--- config.mk ---
export PLATFORM = sky130hd
export DESIGN_NAME = vram_slot_arbiter
export DESIGN_NICKNAME = d
export VERILOG_FILES = /design/src/rtl/vram_slot_arbiter.sv
export SDC_FILE = /design/constraint.sdc
export NUM_CORES = 1
export LEC_CHECK = 0
export CAP_MARGIN = 15
export CORE_ASPECT_RATIO = 0.75
export CORE_MARGIN = 8
export CORE_UTILIZATION = 35
export DETAILED_ROUTE_END_ITERATION = 6
export PLACE_DENSITY = 0.66
export SLEW_MARGIN = 10
export SYNTH_ARGS = -nofsm -noshare
export SYNTH_HDL_FRONTEND = slang
export SYNTH_SLANG_ARGS = --single-unit
export TNS_END_PERCENT = 5
--- constraint.sdc ---
create_clock -name clk_24M -period 3.55 [get_ports clk_24M]
set_input_delay 0.355 -clock clk_24M [delete_from_list [all_inputs] [get_ports clk_24M]]
set_output_delay 0.355 -clock clk_24M [all_outputs]
set_load 0.03 [all_outputs]
--- src/rtl/vram_slot_arbiter.sv ---
// VRAM time-slot scheduler for the tilemap generator.
// Each tile period is 8 slots of PHASES clocks: even slots fetch render data
// (scroll, map A, fix, map B) while rendering, odd slots (and every slot when
// rendering is off) can be granted to the CPU through a req/ack handshake.
module vram_slot_arbiter #(
    parameter int ADDR_W = 14,
    parameter int PHASES = 4
) (
    input  logic              clk_24M,
    input  logic              RES,
    input  logic              line_start,
    input  logic              render_en,
    input  logic [ADDR_W-1:0] scroll_addr,
    input  logic [ADDR_W-1:0] mapa_addr,
    input  logic [ADDR_W-1:0] fix_addr,
    input  logic [ADDR_W-1:0] mapb_addr,
    input  logic              cpu_req,
    input  logic              cpu_we,
    input  logic [ADDR_W-1:0] cpu_addr,
    input  logic [1:0]        cpu_be,
    input  logic [7:0]        cpu_din,
    output logic              cpu_ack,
    output logic [15:0]       cpu_rdata,
    output logic [15:0]       rd_data,
    output logic [3:0]        rd_stb,
    output logic [ADDR_W-2:0] RA,
    output logic [1:0]        RCS,
    output logic              ROE,
    output logic [1:0]        RWE,
    output logic [15:0]       VD_OUT,
    input  logic [15:0]       VD_IN,
    output logic [2:0]        slot
);

    localparam int PH_W  = $clog2(PHASES);
    localparam int CYC_W = 3 + PH_W;

    typedef enum logic [1:0] {
        ACC_IDLE,
        ACC_RENDER,
        ACC_CPU_RD,
        ACC_CPU_WR
    } acc_t;

    acc_t              acc_q, acc_d;
    logic [CYC_W-1:0]  cyc_q, cyc_d;
    logic [ADDR_W-1:0] addr_q, addr_d;
    logic [1:0]        be_q, be_d;
    logic [PH_W-1:0]   phase_d;
    logic [2:0]        slot_d;
    logic [ADDR_W-1:0] render_addr;

    logic [ADDR_W-2:0] ra_d;
    logic [1:0]        rcs_d, rwe_d;
    logic              roe_d, ack_d;
    logic [3:0]        stb_d;
    logic [15:0]       vd_out_d, rd_data_d, cpu_rdata_d;

    assign phase_d = cyc_d[PH_W-1:0];
    assign slot_d  = cyc_d[CYC_W-1:PH_W];
    assign slot    = cyc_q[CYC_W-1:PH_W];

    // Pick the render fetch address belonging to the slot about to start.
    always_comb begin
        render_addr = scroll_addr;
        unique case (slot_d[2:1])
            2'd0: render_addr = scroll_addr;
            2'd1: render_addr = mapa_addr;
            2'd2: render_addr = fix_addr;
            2'd3: render_addr = mapb_addr;
        endcase
    end

    // Slot counter and access latch; reset still lets the slot-0 scroll fetch
    // run so rendering resumes without losing a tile's scroll value.
    always_ff @(posedge clk_24M) begin
        if (RES) begin
            cyc_q  <= '0;
            acc_q  <= render_en ? ACC_RENDER : ACC_IDLE;
            addr_q <= scroll_addr;
            be_q   <= '0;
        end else begin
            cyc_q  <= cyc_d;
            acc_q  <= acc_d;
            addr_q <= addr_d;
            be_q   <= be_d;
        end
    end

    // Advance the counter and decide the owner of a slot as it reaches phase 0;
    // a line_start lands on phase 0 too, which drops whatever was in flight.
    always_comb begin
        cyc_d  = line_start ? '0 : cyc_q + CYC_W'(1);
        acc_d  = acc_q;
        addr_d = addr_q;
        be_d   = be_q;
        if (phase_d == '0) begin
            if (render_en && !slot_d[0]) begin
                acc_d  = ACC_RENDER;
                addr_d = render_addr;
                be_d   = '0;
            end else if (cpu_req && !cpu_ack) begin
                acc_d  = cpu_we ? ACC_CPU_WR : ACC_CPU_RD;
                addr_d = cpu_addr;
                be_d   = cpu_be;
            end else begin
                acc_d  = ACC_IDLE;
            end
        end
    end

    // Compute next-cycle bus pins, strobes and return data from the access
    // and phase that the coming clock will enter.
    always_comb begin
        ra_d        = RA;
        rcs_d       = 2'b11;
        roe_d       = 1'b1;
        rwe_d       = 2'b11;
        vd_out_d    = VD_OUT;
        ack_d       = 1'b0;
        stb_d       = '0;
        rd_data_d   = rd_data;
        cpu_rdata_d = cpu_rdata;
        if (acc_d != ACC_IDLE) begin
            ra_d                    = addr_d[ADDR_W-2:0];
            rcs_d[addr_d[ADDR_W-1]] = 1'b0;
        end
        if (phase_d == PH_W'(1) || phase_d == PH_W'(2)) begin
            if (acc_d == ACC_RENDER || acc_d == ACC_CPU_RD) begin
                roe_d = 1'b0;
            end
            if (acc_d == ACC_CPU_WR) begin
                rwe_d = ~be_d;
            end
        end
        if (phase_d == '0 && acc_d == ACC_CPU_WR) begin
            vd_out_d = {cpu_din, cpu_din};
        end
        if (phase_d == PH_W'(PHASES-1)) begin
            if (acc_d == ACC_RENDER) begin
                stb_d[slot_d[2:1]] = 1'b1;
                rd_data_d          = VD_IN;
            end else if (acc_d == ACC_CPU_RD) begin
                ack_d       = 1'b1;
                cpu_rdata_d = VD_IN;
            end else if (acc_d == ACC_CPU_WR) begin
                ack_d = 1'b1;
            end
        end
    end

    // Register every external pin so the VRAM sees glitch-free strobes.
    always_ff @(posedge clk_24M) begin
        if (RES) begin
            RA        <= '0;
            RCS       <= 2'b11;
            ROE       <= 1'b1;
            RWE       <= 2'b11;
            VD_OUT    <= '0;
            cpu_ack   <= 1'b0;
            rd_stb    <= '0;
            rd_data   <= '0;
            cpu_rdata <= '0;
        end else begin
            RA        <= ra_d;
            RCS       <= rcs_d;
            ROE       <= roe_d;
            RWE       <= rwe_d;
            VD_OUT    <= vd_out_d;
            cpu_ack   <= ack_d;
            rd_stb    <= stb_d;
            rd_data   <= rd_data_d;
            cpu_rdata <= cpu_rdata_d;
        end
    end

endmodule

==> impl_metrics.yaml, run 1 <==
cts:
  holdBufCountCts: 0
  cts_buffer_depth: 2
  clkSinkCount: 86
  cts.reportedPaths.clkPinSlew_ns: 0.06
  insertion_delay_ns: 0.34
  tritoncts: "done"
  post_cts_buffers: 0
  cts_resized: 0
  cts_buffers: 9
  h-tree-depth: 3
  cts.root.buffer_cell: "clkbuf_16"
layout:
  nFillCells: 1110
  regArea_um2: 1720
  final_layout_size_suffix_gt1_share_pct: 8.44
  fin_util_pct: 53.0
  area_growth_pct: 46.9
  diodes: 0
  nNetsFinal: 792
  stdcell_area_um2: 6570
  multi_input_area_um2: 2470
grt:
  grt_pass1_wl_um: 23600
  antenna_found_initial: 0
  grt_pass1_vias: 4585
  grt_max_degree: 122
  grt_usage_pct: 17.2
  overflow: 0
timing:
  finalClockSkew_ns: 0.00841
  timing.final.crit_share_pct: 85.1
  rsz0062_at_grt: "false"
  worst_pin_slew_ns: 0.929
  hold_viol: 0
  fin_crit_ns: 3.02
  final_max_slew_viol_count: 0
  tns_ns: 0
  max_slew_margin_pct: 36.7
  layout_setup_ws_ns: 0.531
  fmax_mhz: 331
  setup-violations-final: 0
floorplan:
  dieArea_um2: 16700
  start_util_pct: 36.1
  die_height_um: 114
  core_um2: 12400
  rows: 35
  dieWidth_um: 146
  num_io_pins: 176
detailed_routing:
  drtAntennaViolNets: 0
  via_per_inst: 5.10
  firstDrtPassIters: 4
  via_count: 4353
  drt_iter0_drc: 275
  drt-total-wl_um: 14700
  drc: 0
  routedWlPerCell_um: 17.2
logic_synthesis:
  ys_ff_latch: 86
  post_synth.cell_area_avg_um2: 8.35
  ys_seq_area_share_pct: 38.5
  ys_warn_count: 0
  synth_edf_count: 0
  synthFlopType: "dfxtp_1"
  synthesis.nets: 645
  async_reset_ff_share_pct: 0
  syn_inst: 535
  syn_area_um2: 4470
  synth.distinct_cells: 40
pwr:
  pwr_density_cell_nw_per_um2: 397
  vdd_drop_max_v: 0.000202
  leakage_nw: 2.42
  p_total_mw: 2.61
setup_path:
  cp.required_ns: 3.78
  critical_path_arrival_ns: 3.25
  critPathLaunchType: "input port"
  worstSetupPathType: "in -> reg"
  endpoint_kind: "flip-flop"
  crit_path_max_fanout: 26
placement:
  gp_congestion: 0.795
  placed_area_um2: 6250
  dp.final_hpwl_um: 10900
  preCtsSetupSlack_ns: 0.239
  port_buffers: 175
job:
  cap_violations: 0
outcome:
  status: "complete, no violations"
min_path:
  min_path_type: "reg -> reg"
## sequential cells by signal, indices dropped and copies added, names as in the netlist
register   cells
ROE            1
addr_q        14
acc_q          2
VD_OUT         8
rd_data       16
cpu_rdata     16
RA            13
RCS            2
rd_stb         4
RWE            2
cpu_ack        1
be_q           2
cyc_q          5
## cell families (layout without fill, tap and decap cells)
| family | after synthesis | after routing | synth area share (%) |
|---|---|---|---|
| buf+inv | 57 | 209 | 6.69 |
| flops | 86 | 86 | 38.5 |
| simple gates | 204 | 204 | 19.2 |
| compound gates | 158 | 158 | 28.1 |
| xor+xnor | 1 | 1 | 0.196 |
| mux | 21 | 21 | 5.04 |
| fa+ha+maj | 8 | 8 | 2.24 |
## cell usage after synthesis, types with 8 or more instances
| cell type | number | share of area [%] |
|---|---|---|
| a31o_1 | 13 | 2.5 |
| a21oi_1 | 48 | 5.4 |
| a21o_1 | 13 | 2.2 |
| nand2_1 | 120 | 10 |
| or3_1 | 13 | 1.8 |
| clkbuf_1 | 20 | 1.7 |
| buf_2 | 8 | 0.90 |
| o32a_1 | 13 | 2.9 |
| a21oi_2 | 8 | 1.6 |
| o31a_1 | 13 | 2.5 |
| nand3_1 | 10 | 1.1 |
| o31ai_1 | 13 | 2.2 |
| dfxtp_1 | 86 | 39 |
| buf_4 | 14 | 2.4 |
| ha_1 | 8 | 2.2 |
| mux2i_1 | 17 | 3.8 |
| o21a_1 | 13 | 2.2 |
| nor2_1 | 45 | 3.8 |
| o41ai_2 | 13 | 4.7 |
## where the power goes
group	switching [mW]	internal (mW)
Sequential	0.0359	1.03
Clock	0.382	0.533
Combinational	0.319	0.308
## path summary, 6_finish.rpt
path / startpoint / endpoint / slack [ns] / cells past startpoint
setup / recovery: line_start / RA[12] / 0.53 / 14
hold / removal: rd_data[8] / rd_data[8] / 0.46 / 2
setup reg to reg: cyc_q[0] / RA[12] / 0.61 / 13
hold reg to reg: rd_data[8] / rd_data[8] / 0.46 / 2
## cell type report
cell class              count  share of cell area [%]
clock buffers              14                    4.17
well taps                 166                    3.16
flip-flops and latches     86                    26.2
clock inverters             2                   0.229
inverters                   7                   0.400
multi-input cells         392                    37.6
repair buffers            186                    28.2
## per-stage QoR
stage,hold WS [ns],cells
after floorplan,0.453,535
after global placement,0.442,836
after detailed placement,0.446,836
after CTS,0.455,852
after global routing,0.461,853
final,0.456,853
## per-layer routing
layer / vias to the layer above / part of all wire, % / track usage (%)
li1: 2167 / - / -
met1: 2041 / 46 / 20.8
met2: 125 / 47 / 28.7
met3: 20 / 4.8 / 4.27
met4: 0 / 2.3 / 7.26
met5: - / 0 / 0
## cells in the final DEF (no fill, tap or decap), types with 10 or more instances in the layout
cell type and instances:
dfxtp_1 86, o21a_1 13, nor2_1 45, a31o_1 13, o31ai_1 13, or3_1 13, nand2_1 120, a21oi_1 48
o31a_1 13, a21o_1 13, nand3_1 10, o32a_1 13, buf_4 11, clkdlybuf4s50_1 174, o41ai_2 13, mux2i_1 16
## worst max-delay path, stage by stage
cell             delay, ns
clkdlybuf4s50_1       0.56
inv_1                 0.11
nand2_1               0.12
ha_1                  0.21
inv_1                 0.08
nor3_1                0.31
a21oi_1               0.16
ha_1                  0.26
clkinv_1              0.05
buf_4                 0.29
nor2_1                0.10
or3_1                 0.35
o32a_1                0.20
o31ai_1               0.08
Power figures use the tool's default switching activity.
==> run 2: changes to the inputs <==
CAP_MARGIN = 20   (was 15)
==> run 2 against run 1 <==
Against the previous run:
- design area rose by 0.88%
- power up 6.4%
- clock skew up 0.0021 ns
- utilization up 0.46 points
- register-to-register slack hardly changed
- setup slack worse by 0.016 ns
- sequential power about the same
- non-clock buffer count is the same
- hold slack barely moved
- sequential cell count unchanged
==> impl_metrics.yaml, run 2 (synthesized netlist as in run 1, its figures left out) <==
timing:
  rsz0062_at_grt: "false"
  fin_crit_ns: 3.04
  finalClockSkew_ns: 0.0105
  hold_viol: 0
  setup-violations-final: 0
  worst_pin_slew_ns: 0.893
  max_slew_margin_pct: 39.2
  fmax_mhz: 329
  timing.final.crit_share_pct: 85.5
  final_max_slew_viol_count: 0
  tns_ns: 0
floorplan:
  start_util_pct: 36.1
  num_io_pins: 176
  rows: 35
  die_height_um: 114
  dieArea_um2: 16700
  dieWidth_um: 146
  core_um2: 12400
grt:
  grt_pass1_wl_um: 23300
  overflow: 0
  antenna_found_initial: 0
  grt_pass1_vias: 4543
  grt_usage_pct: 17.1
  grt_max_degree: 80
job:
  cap_violations: 0
detailed_routing:
  firstDrtPassIters: 4
  via_per_inst: 5.13
  drc: 0
  drt_iter0_drc: 305
  drt-total-wl_um: 14700
  drtAntennaViolNets: 0
  via_count: 4371
  routedWlPerCell_um: 17.3
setup_path:
  endpoint_kind: "flip-flop"
  r2r_end: "RA[6]"
  rr_worst_depth: 13
  critical_path_arrival_ns: 3.27
  reg2reg_slack_ns: 0.62
  crit_path_max_fanout: 26
  cp.required_ns: 3.78
  r2r-start: "cyc_q[0]"
  critPathLaunchType: "input port"
  worstSetupPathType: "in -> reg"
layout:
  area_growth_pct: 48.2
  mostFrequentLayoutCells: "clkdlybuf4s50_1 (174), nand2_1 (120), dfxtp_1 (86)"
  nFillCells: 1138
  diodes: 0
  regArea_um2: 1720
  stdcell_area_um2: 6620
  largest_registers: "cpu_rdata x16, rd_data x16, addr_q x14"
  nNetsFinal: 792
  layout_commonest_cell: "clkdlybuf4s50_1"
  fin_util_pct: 53.4
  final_layout_size_suffix_gt1_share_pct: 8.60
  multi_input_area_um2: 2470
cts:
  cts_buffers: 9
  tritoncts: "done"
  cts_resized: 0
  clkSinkCount: 86
  cts_buffer_depth: 2
  holdBufCountCts: 0
  cts.root.buffer_cell: "clkbuf_16"
  post_cts_buffers: 0
  h-tree-depth: 3
  cts.reportedPaths.clkPinSlew_ns: 0.06
  insertion_delay_ns: 0.33
min_path:
  min_path_type: "reg -> reg"
  hold_start: "rd_data[1]"
  hold_end: "rd_data[1]"
  worstHoldPathCells: 2
pwr:
  vdd_drop_max_v: 0.000224
  leakage_nw: 2.46
  pwr_density_cell_nw_per_um2: 419
placement:
  dp.final_hpwl_um: 11100
  gp_congestion: 0.795
  port_buffers: 175
  placed_area_um2: 6280
outcome:
  status: "complete, no violations"
-- run 2: critical path, stage by stage --
cell	delay (ns)
clkdlybuf4s50_1	0.57
inv_1	0.11
nand2_1	0.12
ha_1	0.21
inv_1	0.08
nor3_1	0.32
a21oi_1	0.16
ha_1	0.26
clkinv_1	0.05
buf_4	0.29
nor2_1	0.13
or3_1	0.35
o32a_1	0.19
o31ai_1	0.07
-- run 2: cell type report --
class | instances | share of cell area [%]
clock inverter | 5 | 1.62
tap | 166 | 3.14
timing repair buffer | 186 | 28.0
clock buffer | 10 | 3.61
inverter | 7 | 0.397
multi-input combinational | 392 | 37.3
sequential | 86 | 26.0
-- run 2: where the power goes --
part	internal, mW	switching [mW]
sequential	1.03	0.0357
combinational	0.308	0.320
clock	0.705	0.377
total	2.04	0.732
-- run 2: worst max-delay path by stage --
| stage | start | to | slack [ns] | cells past startpoint |
|---|---|---|---|---|
| finish | line_start | RA[6] | 0.51 | 14 |
| global route | line_start | RA[4] | 0.25 | 14 |
| CTS | line_start | RA[12] | 0.55 | 14 |
| detailed placement | line_start | RA[12] | 0.22 | 13 |
| global placement | line_start | RA[11] | 0.36 | 13 |
| floorplan | line_start | RA[10] | 0.60 | 13 |
-- run 2: per-layer routing --
metal	GRT usage, %	vias to the layer above	part of all wire [%]
li1	-	2166	-
met1	20.8	2060	45
met2	28.4	129	48
met3	4.63	16	5.2
met4	6.37	0	2.0
met5	0	-	0
-- run 2: per-stage QoR --
stage,worst slack (ns),std cells,hold WS (ns),total power [mW]
2_1_floorplan,0.596,535,0.453,1.43
3_3_place_gp,0.364,836,0.442,1.69
3_5_place_dp,0.221,837,0.446,1.71
4_1_cts,0.555,852,0.453,2.81
5_1_grt,0.248,852,0.470,2.90
6_report,0.515,852,0.456,2.78
==> run 3: changes to the inputs <==
MAX_ROUTING_LAYER = met4   (was not set)
==> run 3 against run 2 <==
Against the previous run:
- die area did not move
- utilization is the same
- sequential cell count stayed put
- hold slack hardly changed
- final cell count is the same
- register-to-register slack barely moved
- power barely moved
- via count rose by 0.59%
- critical path depth unchanged
- clock skew about the same
- sequential share of layout area unchanged
- critical endpoint unchanged
- largest cell class unchanged
==> impl_metrics.yaml, run 3 (synthesized netlist as in run 1, its figures left out) <==
layout:
  diodes: 0
  stdcell_area_um2: 6620
  final_layout_size_suffix_gt1_share_pct: 8.60
  nNetsFinal: 792
  largest_registers: "cpu_rdata x16, rd_data x16, addr_q x14"
  nFillCells: 1138
  mostFrequentLayoutCells: "clkdlybuf4s50_1 (174), nand2_1 (120), dfxtp_1 (86)"
  layout_commonest_cell: "clkdlybuf4s50_1"
  area_growth_pct: 48.2
grt:
  grt_max_degree: 80
  gr-usage-met1_pct: 21.3
  grt_pass1_vias: 4550
  busiest_layer: "met2"
  grt_usage_pct: 17.5
  antenna_found_initial: 0
  grt_pass1_wl_um: 23400
  overflow: 0
  grtUsageMet3_pct: 3.88
  grtUsageMet2_pct: 28.3
timing:
  final_max_slew_viol_count: 0
  fmax_mhz: 329
  layout_setup_ws_ns: 0.508
  finalClockSkew_ns: 0.0108
  fin_crit_ns: 3.04
  rsz0062_at_grt: "false"
  setup-violations-final: 0
  tns_ns: 0
  worst_pin_slew_ns: 0.897
  worst_hold_slack_ns: 0.456
  hold_viol: 0
  timing.final.crit_share_pct: 85.7
  max_slew_margin_pct: 38.9
cts:
  cts.reportedPaths.clkPinSlew_ns: 0.06
  holdBufCountCts: 0
  post_cts_buffers: 0
  cts_buffers: 9
  tritoncts: "done"
  cts_resized: 0
  h-tree-depth: 3
  cts.root.buffer_cell: "clkbuf_16"
  cts_buffer_depth: 2
  clkSinkCount: 86
  insertion_delay_ns: 0.33
setup_path:
  crit_path_max_fanout: 26
  worstSetupPathType: "in -> reg"
  cp.required_ns: 3.78
  critical_path_arrival_ns: 3.28
  endpoint_kind: "flip-flop"
  critPathLaunchType: "input port"
placement:
  preCtsSetupSlack_ns: 0.221
  gp_congestion: 0.806
  placed_area_um2: 6280
  dp.final_hpwl_um: 11100
  port_buffers: 175
pwr:
  p_total_mw: 2.78
  pwr_density_cell_nw_per_um2: 419
  leakage_nw: 2.46
  vdd_drop_max_v: 0.000224
detailed_routing:
  drtAntennaViolNets: 0
  routedWlPerCell_um: 17.3
  firstDrtPassIters: 4
  via_count: 4397
  drt_iter0_drc: 316
  drc: 0
  drt-total-wl_um: 14800
  via_per_inst: 5.16
floorplan:
  dieWidth_um: 146
  dieArea_um2: 16700
  num_io_pins: 176
  start_util_pct: 36.1
  core_um2: 12400
  rows: 35
  die_height_um: 114
job:
  cap_violations: 0
outcome:
  status: "complete, no violations"
min_path:
  min_path_type: "reg -> reg"
==> run 3: report_power, final <==
group | leakage, nW | internal, mW | total, mW | switching (mW)
Sequential | 0.705 | 1.03 | 1.07 | 0.0358
Clock | 0.169 | 0.705 | 1.08 | 0.376
Combinational | 1.58 | 0.308 | 0.628 | 0.320
Total | 2.46 | 2.04 | 2.78 | 0.732
==> run 3: worst paths after layout <==
check	start	end	slack [ns]	cells past startpoint
min	cpu_rdata[4]	cpu_rdata[4]	0.46	2
max	line_start	RA[6]	0.51	14
min reg2reg	cpu_rdata[4]	cpu_rdata[4]	0.46	2
max reg2reg	cyc_q[0]	RA[6]	0.61	13
==> run 3: final cells by class <==
cell class | instances | area, µm² | area share, %
inverter | 7 | 26.3 | 0.397
sequential | 86 | 1720 | 26.0
clock buffer | 10 | 239 | 3.61
timing repair buffer | 186 | 1850 | 28.0
multi-input combinational | 392 | 2470 | 37.3
clock inverter | 5 | 108 | 1.62
tap | 166 | 208 | 3.14
==> run 3: routing by layer <==
layer,part of all wire [%],vias to the layer above
li1,-,2166
met1,46,2087
met2,47,128
met3,4.2,16
met4,2.0,0
met5,0,-
==> run 3: worst max-delay path: stages <==
cell and delay, ns:
clkdlybuf4s50_1 0.57, inv_1 0.11, nand2_1 0.12, ha_1 0.21
inv_1 0.08, nor3_1 0.32, a21oi_1 0.16, ha_1 0.26
clkinv_1 0.05, buf_4 0.29, nor2_1 0.13, or3_1 0.35
o32a_1 0.19, o31ai_1 0.07
==> run 3: per-stage QoR <==
step | instances | utilization (%)
final | 852 | 53.4
after CTS | 852 | 53.4
after global placement | 836 | 50.4
after detailed placement | 837 | 50.7
after global routing | 852 | 53.4
after floorplan | 535 | -
